[src/rtl/sum_high_drain_if.sv]
// Token-in / result-out bundle of the split-adder drain stage.
// The master side feeds tokens and accepts results; the slave side is the drain stage.
interface sum_high_drain_if #(
   parameter int LOW_W  = 9,
   parameter int HIGH_W = 8,
   parameter int CNT_W  = 16
);
   logic                     en_pipe_i;
   logic                     ready_i;
   logic                     N_i;
   logic [LOW_W-1:0]         sum_low_i;
   logic                     Co_i;
   logic [HIGH_W-1:0]        A_high_i;
   logic [HIGH_W-1:0]        B_high_i;
   logic [HIGH_W+LOW_W:0]    result_o;
   logic                     N_o;
   logic                     valid_o;
   logic                     accept_i;
   logic                     space_o;
   logic                     overflow_o;
   logic [CNT_W-1:0]         result_cnt_o;

   modport master (
      output en_pipe_i, ready_i, N_i, sum_low_i, Co_i, A_high_i, B_high_i, accept_i,
      input  result_o, N_o, valid_o, space_o, overflow_o, result_cnt_o
   );

   modport slave (
      input  en_pipe_i, ready_i, N_i, sum_low_i, Co_i, A_high_i, B_high_i, accept_i,
      output result_o, N_o, valid_o, space_o, overflow_o, result_cnt_o
   );
endinterface

[src/rtl/sum_high_drain.sv]
// Final split-adder stage: completes the high half, assembles the full sum and
// buffers results in a small FIFO drained over a valid/accept handshake.
module sum_high_drain #(
   parameter int LOW_W  = 9,
   parameter int HIGH_W = 8,
   parameter int DEPTH  = 2,
   parameter int CNT_W  = 16
) (
   input  logic              clk,
   input  logic              rst_n,
   sum_high_drain_if.slave   bus
);
   localparam int RES_W = HIGH_W + 1 + LOW_W;
   localparam int ENT_W = RES_W + 1;
   localparam int PTR_W = (DEPTH > 1) ? $clog2(DEPTH) : 1;
   localparam int CQ_W  = $clog2(DEPTH + 1);

   logic [ENT_W-1:0] mem_q [DEPTH];
   logic [ENT_W-1:0] mem_d [DEPTH];
   logic [PTR_W-1:0] wr_q, wr_d, rd_q, rd_d;
   logic [CQ_W-1:0]  count_q, count_d;
   logic             ovf_q, ovf_d;
   logic [CNT_W-1:0] cnt_q, cnt_d;
   logic [RES_W-1:0] result_q;
   logic             n_q;
   logic             valid_q;
   logic             space_q;
   logic             push_s, pop_s, valid_d;
   logic [ENT_W-1:0] entry_s, head_s;

   function automatic logic [HIGH_W:0] high_sum(input logic [HIGH_W-1:0] a,
                                                input logic [HIGH_W-1:0] b,
                                                input logic              co);
      return {1'b0, a} + {1'b0, b} + {{HIGH_W{1'b0}}, co};
   endfunction

   function automatic logic [PTR_W-1:0] next_ptr(input logic [PTR_W-1:0] p);
      if (p == PTR_W'(DEPTH - 1)) begin
         return {PTR_W{1'b0}};
      end else begin
         return p + PTR_W'(1);
      end
   endfunction

   // Next-state: push/pop bookkeeping and the head entry the output registers will load
   always_comb begin
      push_s  = bus.en_pipe_i & bus.ready_i;
      pop_s   = valid_q & bus.accept_i;
      entry_s = {bus.N_i, high_sum(bus.A_high_i, bus.B_high_i, bus.Co_i), bus.sum_low_i};
      mem_d   = mem_q;
      wr_d    = wr_q;
      rd_d    = rd_q;
      count_d = count_q;
      ovf_d   = ovf_q;
      cnt_d   = cnt_q;
      if (pop_s) begin
         rd_d  = next_ptr(rd_q);
         cnt_d = cnt_q + CNT_W'(1);
      end else begin
         rd_d  = rd_q;
      end
      case ({push_s, pop_s})
         2'b10: begin
            if (count_q == CQ_W'(DEPTH)) begin
               ovf_d = 1'b1;
            end else begin
               mem_d[wr_q] = entry_s;
               wr_d        = next_ptr(wr_q);
               count_d     = count_q + CQ_W'(1);
            end
         end
         // When full, the slot being overwritten is the one just popped into the output register
         2'b11: begin
            mem_d[wr_q] = entry_s;
            wr_d        = next_ptr(wr_q);
         end
         2'b01: begin
            count_d = count_q - CQ_W'(1);
         end
         default: begin
            count_d = count_q;
         end
      endcase
      valid_d = (count_d != CQ_W'(0));
      head_s  = mem_d[rd_d];
   end

   // State and registered outputs; outputs hold the last popped entry while empty
   always_ff @(posedge clk or negedge rst_n) begin
      if (!rst_n) begin
         for (int i = 0; i < DEPTH; i++) begin
            mem_q[i] <= {ENT_W{1'b0}};
         end
         wr_q     <= {PTR_W{1'b0}};
         rd_q     <= {PTR_W{1'b0}};
         count_q  <= {CQ_W{1'b0}};
         ovf_q    <= 1'b0;
         cnt_q    <= {CNT_W{1'b0}};
         result_q <= {RES_W{1'b0}};
         n_q      <= 1'b0;
         valid_q  <= 1'b0;
         space_q  <= 1'b1;
      end else begin
         mem_q   <= mem_d;
         wr_q    <= wr_d;
         rd_q    <= rd_d;
         count_q <= count_d;
         ovf_q   <= ovf_d;
         cnt_q   <= cnt_d;
         valid_q <= valid_d;
         space_q <= (count_d < CQ_W'(DEPTH));
         if (valid_d) begin
            result_q <= head_s[RES_W-1:0];
            n_q      <= head_s[ENT_W-1];
         end else begin
            result_q <= result_q;
            n_q      <= n_q;
         end
      end
   end

   assign bus.result_o     = result_q;
   assign bus.N_o          = n_q;
   assign bus.valid_o      = valid_q;
   assign bus.space_o      = space_q;
   assign bus.overflow_o   = ovf_q;
   assign bus.result_cnt_o = cnt_q;
endmodule
[src/flat_wrapper.sv]
// flat-port wrapper written by rule: the top's interface ports become plain ports
module sum_high_drain_flat 
#(
   parameter int LOW_W  = 9,
   parameter int HIGH_W = 8,
   parameter int DEPTH  = 2,
   parameter int CNT_W  = 16
)
  (clk, rst_n, bus_en_pipe_i, bus_ready_i, bus_N_i, bus_sum_low_i, bus_Co_i, bus_A_high_i, bus_B_high_i, bus_accept_i, bus_result_o, bus_N_o, bus_valid_o, bus_space_o, bus_overflow_o, bus_result_cnt_o);
  sum_high_drain_if #(.LOW_W(LOW_W), .HIGH_W(HIGH_W), .CNT_W(CNT_W)) bus_i ();
  input  logic clk;
  input  logic rst_n;
  input wire logic [$bits(bus_i.en_pipe_i)-1:0] bus_en_pipe_i;
  input wire logic [$bits(bus_i.ready_i)-1:0] bus_ready_i;
  input wire logic [$bits(bus_i.N_i)-1:0] bus_N_i;
  input wire logic [$bits(bus_i.sum_low_i)-1:0] bus_sum_low_i;
  input wire logic [$bits(bus_i.Co_i)-1:0] bus_Co_i;
  input wire logic [$bits(bus_i.A_high_i)-1:0] bus_A_high_i;
  input wire logic [$bits(bus_i.B_high_i)-1:0] bus_B_high_i;
  input wire logic [$bits(bus_i.accept_i)-1:0] bus_accept_i;
  output wire logic [$bits(bus_i.result_o)-1:0] bus_result_o;
  output wire logic [$bits(bus_i.N_o)-1:0] bus_N_o;
  output wire logic [$bits(bus_i.valid_o)-1:0] bus_valid_o;
  output wire logic [$bits(bus_i.space_o)-1:0] bus_space_o;
  output wire logic [$bits(bus_i.overflow_o)-1:0] bus_overflow_o;
  output wire logic [$bits(bus_i.result_cnt_o)-1:0] bus_result_cnt_o;
  assign bus_i.en_pipe_i = bus_en_pipe_i;
  assign bus_i.ready_i = bus_ready_i;
  assign bus_i.N_i = bus_N_i;
  assign bus_i.sum_low_i = bus_sum_low_i;
  assign bus_i.Co_i = bus_Co_i;
  assign bus_i.A_high_i = bus_A_high_i;
  assign bus_i.B_high_i = bus_B_high_i;
  assign bus_i.accept_i = bus_accept_i;
  assign bus_result_o = bus_i.result_o;
  assign bus_N_o = bus_i.N_o;
  assign bus_valid_o = bus_i.valid_o;
  assign bus_space_o = bus_i.space_o;
  assign bus_overflow_o = bus_i.overflow_o;
  assign bus_result_cnt_o = bus_i.result_cnt_o;
  sum_high_drain #(.LOW_W(LOW_W), .HIGH_W(HIGH_W), .DEPTH(DEPTH), .CNT_W(CNT_W)) u_core (.clk(clk), .rst_n(rst_n), .bus(bus_i));
endmodule
[config.mk]
export PLATFORM = sky130hd
export DESIGN_NAME = sum_high_drain_flat
export DESIGN_NICKNAME = d
export VERILOG_FILES = /design/src/rtl/sum_high_drain_if.sv /design/src/rtl/sum_high_drain.sv /design/src/flat_wrapper.sv
export SDC_FILE = /design/constraint.sdc
export NUM_CORES = 1
export LEC_CHECK = 0
export ABC_AREA = 0
export BUFFER_PORTS_ARGS = -buffer_cell sky130_fd_sc_hd__buf_2
export CORE_AREA = 3 3 90 92
export CTS_BUF_LIST = sky130_fd_sc_hd__clkbuf_8
export DETAILED_ROUTE_END_ITERATION = 12
export DIE_AREA = 0 0 93 95
export GPL_TIMING_DRIVEN = 0
export PLACE_DENSITY = 0.77
export SYNTH_ARGS = -nofsm -noshare
export SYNTH_HDL_FRONTEND = slang
export SYNTH_SLANG_ARGS = --single-unit
[constraint.sdc]
create_clock -name clk -period 1.8 [get_ports clk]
set_input_delay 0.36 -clock clk [delete_from_list [all_inputs] [get_ports clk]]
set_output_delay 0.36 -clock clk [all_outputs]
set_load 0.01 [all_outputs]
Yosys cells after proc, flatten, opt, wreduce, memory -nomap -nowiden:

Cells that the tools add are included.

* equal/unequal tests: 5
* magnitude comparators: 4
* reductions and logical operators: 5
* $add $sub $neg: 7
* multiplexer cells: 15
* bitwise logic cells: 4

Operator list (count)
* 2-to-1 mux 19 bit: 4
* case mux 38 bit (2 select lines): 1
* bitwise mux 38 bit: 1
* 2-to-1 mux 38 bit: 1
* demux 19 bit (select 1 bit): 1
* adder 16 x 1 -> 16 bit (second input constant): 1
* adder 8 x 8 -> 9 bit: 1
* adder 9 x 1 -> 9 bit: 1
* equality test 2 bit (second input constant): 3
* >= comparator 2 bit (second input constant): 2
* 2-to-1 mux 1 bit: 4
* NOT 1 -> 2 bit: 2
* case mux 2 bit (2 select lines): 1
* AND reduction 2 bit: 2
* nonzero test 2 bit: 2
* adder 1 bit (second input constant): 2
* adder 2 x 1 -> 2 bit (second input constant): 1
* bitwise AND 1 bit: 2
* equality test 2 x 1 -> 1 bit (second input constant): 1
* < comparator 2 x 1 -> 1 bit (second input constant): 1
* < comparator 2 bit (second input constant): 1
* 2-to-1 mux 2 bit: 1
* inequality test 2 bit (second input constant): 1
* case mux 1 bit (2 select lines): 1
* other kinds (2): 2

* input port bits: 32
* word-level logic and storage cells: 51
* output and inout port bits: 38
* flip-flop bits (word level): 80

Logic depth before layout (Yosys ltp):

Gate-level depths: netlist of the first run.

* depth after elaboration: 11
* mapped depth: 10
* mapped depth without buffers: 9

Worst setup path before layout of the first run:

Ideal clock, no wire load.

* path kind: input port to flip-flop
* from: input port bus_B_high_i[0]
* to: register u_core.result_q[13] (netlist: u_core.bus.result_o[13])
* library setup time: 0.123 ns
* path buffers: 0
* stages on the path: 7
* path slack: -0.506 ns
* arrival: 2.184 ns
* required time: 1.677 ns
* cell sequence: fa_1 fa_1 a21oi_1 o21bai_1 xor2_1 a2111o_1 o221a_2

* word-level cells in the longest chain between the ends: 8

Ends and longest elaborated chain
* from (decl): RTL line flat_wrapper.sv:19 `input wire logic [$bits(bus_i.B_high_i)-1:0] bus_B_high_i;`
* adder 8 x 8 -> 9 bit (*): RTL line sum_high_drain.sv:34 `return {1'b0, a} + {1'b0, b} + {{HIGH_W{1'b0}}, co};`
* adder 9 x 1 -> 9 bit (*): RTL line sum_high_drain.sv:34
* bitwise mux 38 bit (*): RTL line sum_high_drain.sv:67, sum_high_drain.sv:74
* 2-to-1 mux 38 bit: RTL line sum_high_drain.sv:64 `if (count_q == CQ_W'(DEPTH)) begin`
* case mux 38 bit (2 select lines) (*): RTL line sum_high_drain.sv:62 `case ({push_s, pop_s})`
* 2-to-1 mux 19 bit (implied by the code) (*) (3 in a row): RTL line sum_high_drain.sv:85 `head_s = mem_d[rd_d];`
* to (signal assigned): RTL line sum_high_drain.sv:99 `result_q <= {RES_W{1'b0}};`
* to (signal assigned): RTL line sum_high_drain.sv:113 `result_q <= head_s[RES_W-1:0];`
* to (signal assigned): RTL line sum_high_drain.sv:116 `result_q <= result_q;`
* to (decl): RTL line sum_high_drain.sv:24 `logic [RES_W-1:0] result_q;`

Mark *: on every way between the ends. The rest lies on a longest branch, timed or not. The select of a mux whose other input is x is not followed.
A chain may end at the register's enable or synchronous reset.

Worst setup path in the final report of the first run:

* from: input port bus_Co_i
* to: register u_core.result_q[13] (netlist: u_core.bus.result_o[13])

* word-level cells in the longest chain between the ends: 7

Ends and longest elaborated chain
* from (decl): RTL line flat_wrapper.sv:17 `input wire logic [$bits(bus_i.Co_i)-1:0] bus_Co_i;`
* adder 9 x 1 -> 9 bit (*): RTL line sum_high_drain.sv:34
* bitwise mux 38 bit (*): RTL line sum_high_drain.sv:67, sum_high_drain.sv:74
* 2-to-1 mux 38 bit: RTL line sum_high_drain.sv:64
* case mux 38 bit (2 select lines) (*): RTL line sum_high_drain.sv:62
* 2-to-1 mux 19 bit (implied by the code) (*) (3 in a row): RTL line sum_high_drain.sv:85

Marks and branches as above.

==> results of run 1 <==
-- metrics by stage --
step | worst slack [ns] | util (%) | instance area, sq um
detailed placement | -0.636 | 59.7 | 4360
global route | -0.230 | 70.0 | 5100
global placement | -0.585 | 59.4 | 4330
floorplan | -0.335 | - | 3860
CTS | -0.151 | 67.1 | 4890
finish | -0.165 | 70.0 | 5100
-- cells in the final DEF, fill, tap and decap left out, types with 5 or more instances in the layout --
master / instances
and3_1: 5
buf_2: 67
xor2_1: 7
clkbuf_8: 9
mux2i_1: 12
a22o_1: 22
buf_6: 11
ha_1: 8
nand3_1: 10
nor2_1: 17
a22o_4: 6
xnor2_1: 14
a21oi_1: 7
a21oi_2: 9
buf_4: 21
inv_2: 7
nand2_1: 25
dfrtp_1: 79
inv_1: 8
-- per-layer routing --
metal / track usage, % / up-vias / part of all wire, %
met5: 0 / - / 0
met1: 27.2 / 1509 / 43
li1: - / 1377 / -
met2: 38.0 / 95 / 51
met4: 8.06 / 0 / 1.3
met3: 4.30 / 10 / 4.8
-- repair_timing --
action	CTS	global route
endpoints found under the setup margin	22	23
cloned	4	1
resized for setup	37	38
pin swaps	34	21
setup buffers	16	5
hold buffers	1	0
hold endpoints to repair	37	0
-- registers in the layout, indices dropped and copies added, names as in the netlist --
name	cells
u_core.mem_q	38
u_core.bus.result_o	18
u_core.bus.result_cnt_o	16
u_core.count_q	2
u_core.bus.N_o	1
u_core.bus.overflow_o	1
u_core.bus.space_o	1
u_core.bus.valid_o	1
u_core.rd_q	1
u_core.wr_q	1
-- cell families (layout without fill, tap and decap cells) --
logic type                 count (synthesis)  count (layout)
AOI/OAI and AO/OA                         82              82
xor gates and xnor gates                  24              24
adders and majority gates                 15              15
buffers and inverters                     26             139
DFF                                       80              80
muxes                                     15              15
and+or+nand+nor                           81              81
-- path summary, 6_finish.rpt --
kind | from | cells after the start | slack [ns] | endpoint
min reg2reg | u_core.bus.overflow_o | 1 | 0.47 | u_core.bus.overflow_o
max in group asynchronous | rst_n | 3 | 0.69 | u_core.bus.result_o[5]
max | bus_Co_i | 8 | -0.17 | u_core.bus.result_o[13]
min | bus_sum_low_i[8] | 2 | 0.25 | u_core.mem_q[8]
min in group asynchronous | rst_n | 2 | 0.52 | u_core.count_q[0]
max reg2reg | u_core.bus.valid_o | 9 | -0.13 | u_core.bus.result_o[13]
-- area by class of cell --
cell class,count,area [sq um]
flip-flops and latches,80,2000
fillers,555,2190
repair buffers,97,653
inverters,15,63.8
plain buffers,11,136
well taps,99,124
clock inverters,7,71.3
multi-input cells,217,1930
clock buffers,9,124
-- worst register-to-register path, delay by kind of cell (launching register included) --
family	cells	cell delay [ns]
DFF	1	0.43
buffers and inverters	2	0.28
and+or+nand+nor	4	0.40
AOI/OAI and AO/OA	2	0.46
adders and majority gates	1	0.24
-- power by group through the flow --
stage / Sequential [mW] / Combinational (mW) / Clock (mW)
after global routing: 2.67 / 3.92 / 1.43
after detailed placement: 2.63 / 2.63 / 0
after global placement: 2.60 / 2.55 / 0
after floorplan: 2.72 / 1.69 / 0
final: 2.62 / 3.65 / 1.34
after CTS: 2.59 / 3.04 / 1.35
==> impl_metrics.ini, run 1 <==
[synth]
synth.area.top_cells = dfrtp_1 (52%), a22o_1 (5.1%), ha_1 (4.3%), mux2i_1 (3.9%), xnor2_1 (3.4%)
ys_ff_latch = 80
yosysMostFrequentCell = dfrtp_1
synthMuxAreaShare_pct = 3.94
syn-cell-area_sq_mm = 0.00381
synthSimpleGateAreaFrac_pct = 9.82
synth.largest_area_cell = dfrtp_1
synth_commonest_cells = dfrtp_1 (79), nand2_1 (29), a22o_1 (22), nor2_1 (22)
synthArstFlopShare_pct = 100
netlist.area_leader.share_pct = 51.9
synth_compound_area_share_pct = 18.2
ys_types = 46
syn_inst = 323
synth_seq_area_share_pct = 52.6
synth-adder-area-share_pct = 5.32
synth-xor-area-share_pct = 6.37
synth_fp_nets = 370
avgSynthCellArea_sq_um = 11.8
synth_ff_type = dfrtp_1
ys_warn_count = 0
synth-edff-count = 0
synth_top_family_by_area = compound AO/OA/AOI/OAI gates

[critical_path]
startpoint_type = input port
cp_slowest_cell = fa_2
crit_required_ns = 2.04
worstPathMaxFanout = 3
crit_family = adder cells
end_kind = register
worst_path_most_repeated_cell = fa_2
crit_type = input port to register
arrival_ns = 2.21
crit_path_max_incr_delay_ns = 0.40
worst-path-buf-inv = 1
worstPathCellList = buf_6 -> fa_2 -> fa_2 -> a21oi_4 -> o21bai_1 -> xor2_1 -> a2111o_1 -> o221a_2

[cts]
path_clk_slew_ns = 0.08
numCtsBuffers = 9
htreeDepth = 3
cts_tree = built
root_buffer = clkbuf_8
worstSkewPairLatency_ns = 0.35
cts_sinks = 80
cts_buffer_depth = 2

[die]
pin_count = 70
die-area_sq_mm = 0.00884
start_util_pct = 52.2
rows = 31
die_h_um = 95
die-width_um = 93
core_region_area_sq_mm = 0.00729

[power]
power_report.internal_total_mw = 4.70
netSwitchingPower_mw = 2.90
power_density_mw_per_mm2 = 1490
p_sw_share_pct = 38.2
p_clk_share_pct = 17.6
p_leak_nw = 2.51
vdd_drop_max_mv = 0.746
seqPwrFrac_pct = 34.4
fin_total_pwr_mw = 7.61
power_frac_comb_pct = 48.0

[detailed_routing]
drtIter0Drc = 124
drt.antenna.violating_nets = 0
route.detailed.drc = 0
firstDrtPassIters = 4
via_per_inst = 5.59
routed-via-count = 2991
wirelength_um = 9580
wl_per_cell_um = 17.9

[status]
violations = negative setup slack
status = finished with violations

[placement]
port_buffers = 69
hpwlAfterDp_um = 5960
place.gp.congestion = 0.912
placed_cells = 492

[final_layout]
antenna_cells = 0
fin_nets = 478
post_layout_nonfiller_instances = 535
area_growth_pct = 33.9
drive_gt1_share_pct = 43.1

[timing]
max_freq_mhz = 509
rsz0062_at_grt = yes
timing.final.crit_share_pct = 109
fin_skew_ns = 0.00622
setup_viol = 23
fin_crit_ns = 1.97
worst-slew-pin-transition_ns = 0.512
hold_slack_ns = 0.251
hold_viol_final = 0
timing.final.ws_setup_ns = -0.165
relSlewSlack_pct = 65.9
slew_viol_final = 0
fin_tns_setup_ns = -1.68

[run]
maxCapViolCount = 0

[global_route]
grt.total_usage_pct = 21.9
antenna_found_initial = 0
grt_pass1_wl_um = 14900
grt_max_degree = 43
grt_pass1_vias = 3091
grt-ovfl-total = 0

[worst_hold_path]
hold_path_class = input port to register
No activity file was read; power rests on OpenSTA's default activity.
==> run 2, diff against run 1 <==
--- a/config.mk
+++ b/config.mk
@@ -8,4 +8,5 @@
 export ABC_AREA = 0
 export BUFFER_PORTS_ARGS = -buffer_cell sky130_fd_sc_hd__buf_2
+export CAP_MARGIN = 40
 export CORE_AREA = 3 3 90 92
 export CTS_BUF_LIST = sky130_fd_sc_hd__clkbuf_8
==> constraint.sdc (replaced) <==
create_clock -name clk -period 1.8 [get_ports clk]
set_input_delay 0.18 -clock clk [delete_from_list [all_inputs] [get_ports clk]]
set_output_delay 0.18 -clock clk [all_outputs]
set_load 0.01 [all_outputs]
==> impl_metrics.ini, run 2 (synthesized netlist as in run 1, its figures left out) <==
[power]
power_report.internal_total_mw = 4.30
vdd_drop_max_mv = 0.723
p_clk_share_pct = 17.3
seqPwrFrac_pct = 37.4
netSwitchingPower_mw = 2.63
power_frac_comb_pct = 45.2
p_leak_nw = 2.44
power_density_mw_per_mm2 = 1410
p_sw_share_pct = 38.0

[critical_path]
arrival_ns = 2.12
crit_required_ns = 2.05
startpoint_type = register
worstPathMaxFanout = 8
end_kind = register
crit_type = register to register

[timing]
hold_viol_final = 0
rsz0062_at_grt = yes
timing.final.ws_setup_ns = -0.0721
slew_viol_final = 0
worst-slew-pin-transition_ns = 0.520
timing.final.crit_share_pct = 104
fin_skew_ns = 0.0119
setup_viol = 17
relSlewSlack_pct = 65.3
fin_crit_ns = 1.87
max_freq_mhz = 534

[global_route]
grt.total_usage_pct = 21.3
grt-ovfl-total = 0
grt_max_degree = 42
grt_pass1_vias = 2973
antenna_found_initial = 0
grt_pass1_wl_um = 14500

[detailed_routing]
drtIter0Drc = 142
firstDrtPassIters = 5
wl_per_cell_um = 16.6
wirelength_um = 8880
via_per_inst = 5.39
route.detailed.drc = 0
drt.antenna.violating_nets = 0
routed-via-count = 2880

[final_layout]
final_area_sq_mm = 0.00490
drive_gt1_share_pct = 38.2
regMostFlops = u_core.mem_q
final_common_cell = dfrtp_1
final_cell_mix = dfrtp_1 (79), buf_2 (69), nand2_1 (27)
largest_reg_flops = 38
area_growth_pct = 28.7
fin_nets = 477
post_layout_nonfiller_instances = 534
antenna_cells = 0

[die]
pin_count = 70
start_util_pct = 52.2
core_region_area_sq_mm = 0.00729
die_h_um = 95
die-width_um = 93
die-area_sq_mm = 0.00884
rows = 31

[status]
status = finished with violations
violations = negative setup slack

[placement]
hpwlAfterDp_um = 5940
place.gp.congestion = 0.855
port_buffers = 69
place_area_sq_mm = 0.00435
placed_cells = 492

[cts]
htreeDepth = 3
cts_sinks = 80
path_clk_slew_ns = 0.09
cts_buffer_depth = 2
worstSkewPairLatency_ns = 0.36
cts_tree = built
numCtsBuffers = 9
root_buffer = clkbuf_8

[worst_hold_path]
hold_path_class = input port to register

[run]
maxCapViolCount = 0
## run 2: cell types whose count changed in the layout (fill, tap and decap cells not counted), moves of 3 or more
cell	change
o21ai_1	-3
o21ai_0	+3
nor2_2	-3
buf_4	+4
a21oi_1	+6
a21oi_2	-6
buf_6	-6
nor2_1	+3
inv_2	-3
## run 2: repair_timing
item                                    4_1_cts  5_1_grt
cloned                                        2        2
buffers inserted                             15        6
endpoints found under the setup margin       21       20
hold buffers                                  1        0
gates resized for setup                      28       10
pin swaps                                    14        4
endpoints found under the hold margin        40        0
## run 2: power by group through the flow
stage | combinational [mW] | clock (mW) | sequential, mW
floorplan | 1.69 | 0 | 2.72
global placement | 2.56 | 0 | 2.60
detailed placement | 2.63 | 0 | 2.62
CTS | 2.93 | 1.22 | 2.59
global route | 3.42 | 1.31 | 2.66
finish | 3.13 | 1.20 | 2.59
## run 2: per-stage QoR
stage / setup WS (ns) / power, mW / hold slack, ns / TNS [ns] / util [%]
floorplan: -0.155 / 4.41 / -0.116 / -0.246 / -
global placement: -0.411 / 5.16 / 0.438 / -6.86 / 59.4
detailed placement: -0.438 / 5.25 / 0.199 / -7.50 / 59.7
CTS: -0.0506 / 6.74 / 0.0681 / -0.312 / 65.6
global route: -0.171 / 7.39 / 0.0733 / -2.39 / 67.2
finish: -0.0721 / 6.93 / 0.0811 / -0.629 / 67.2
## run 2: worst paths after layout
kind	endpoint	from	depth (start not counted)	slack, ns
hold / removal	u_core.mem_q[7]	bus_sum_low_i[7]	2	0.08
setup / recovery	u_core.bus.N_o	u_core.bus.valid_o	9	-0.07
max in group asynchronous	u_core.bus.space_o	rst_n	3	0.83
min in group asynchronous	u_core.mem_q[21]	rst_n	2	0.34
setup reg to reg	u_core.bus.N_o	u_core.bus.valid_o	9	-0.07
hold reg to reg	u_core.bus.result_cnt_o[15]	u_core.bus.result_cnt_o[15]	1	0.47
## run 2: critical path, cell delays in order (launching register included)
cell and delay (ns):
dfrtp_1 0.39, nand2_4 0.10, ha_4 0.22, a21boi_2 0.19, o21ai_4 0.11, buf_6 0.17
buf_8 0.14, a22o_4 0.21, mux2i_1 0.14, a21oi_1 0.09
## run 2: layout make-up
| class | instances | area, sq um |
|---|---|---|
| Fill cell | 574 | 2390 |
| Sequential cell | 80 | 2000 |
| Timing Repair Buffer | 96 | 609 |
| Multi-Input combinational cell | 217 | 1800 |
| Inverter | 15 | 66.3 |
| Buffer | 11 | 118 |
| Clock inverter | 7 | 52.6 |
| Tap cell | 99 | 124 |
| Clock buffer | 9 | 124 |
## run 2: per-layer routing
metal / global-route usage (%) / share of wire (%)
met1: 27.6 / 43
met2: 35.6 / 50
met3: 5.58 / 5.7
met4: 5.37 / 1.1
met5: 0 / 0
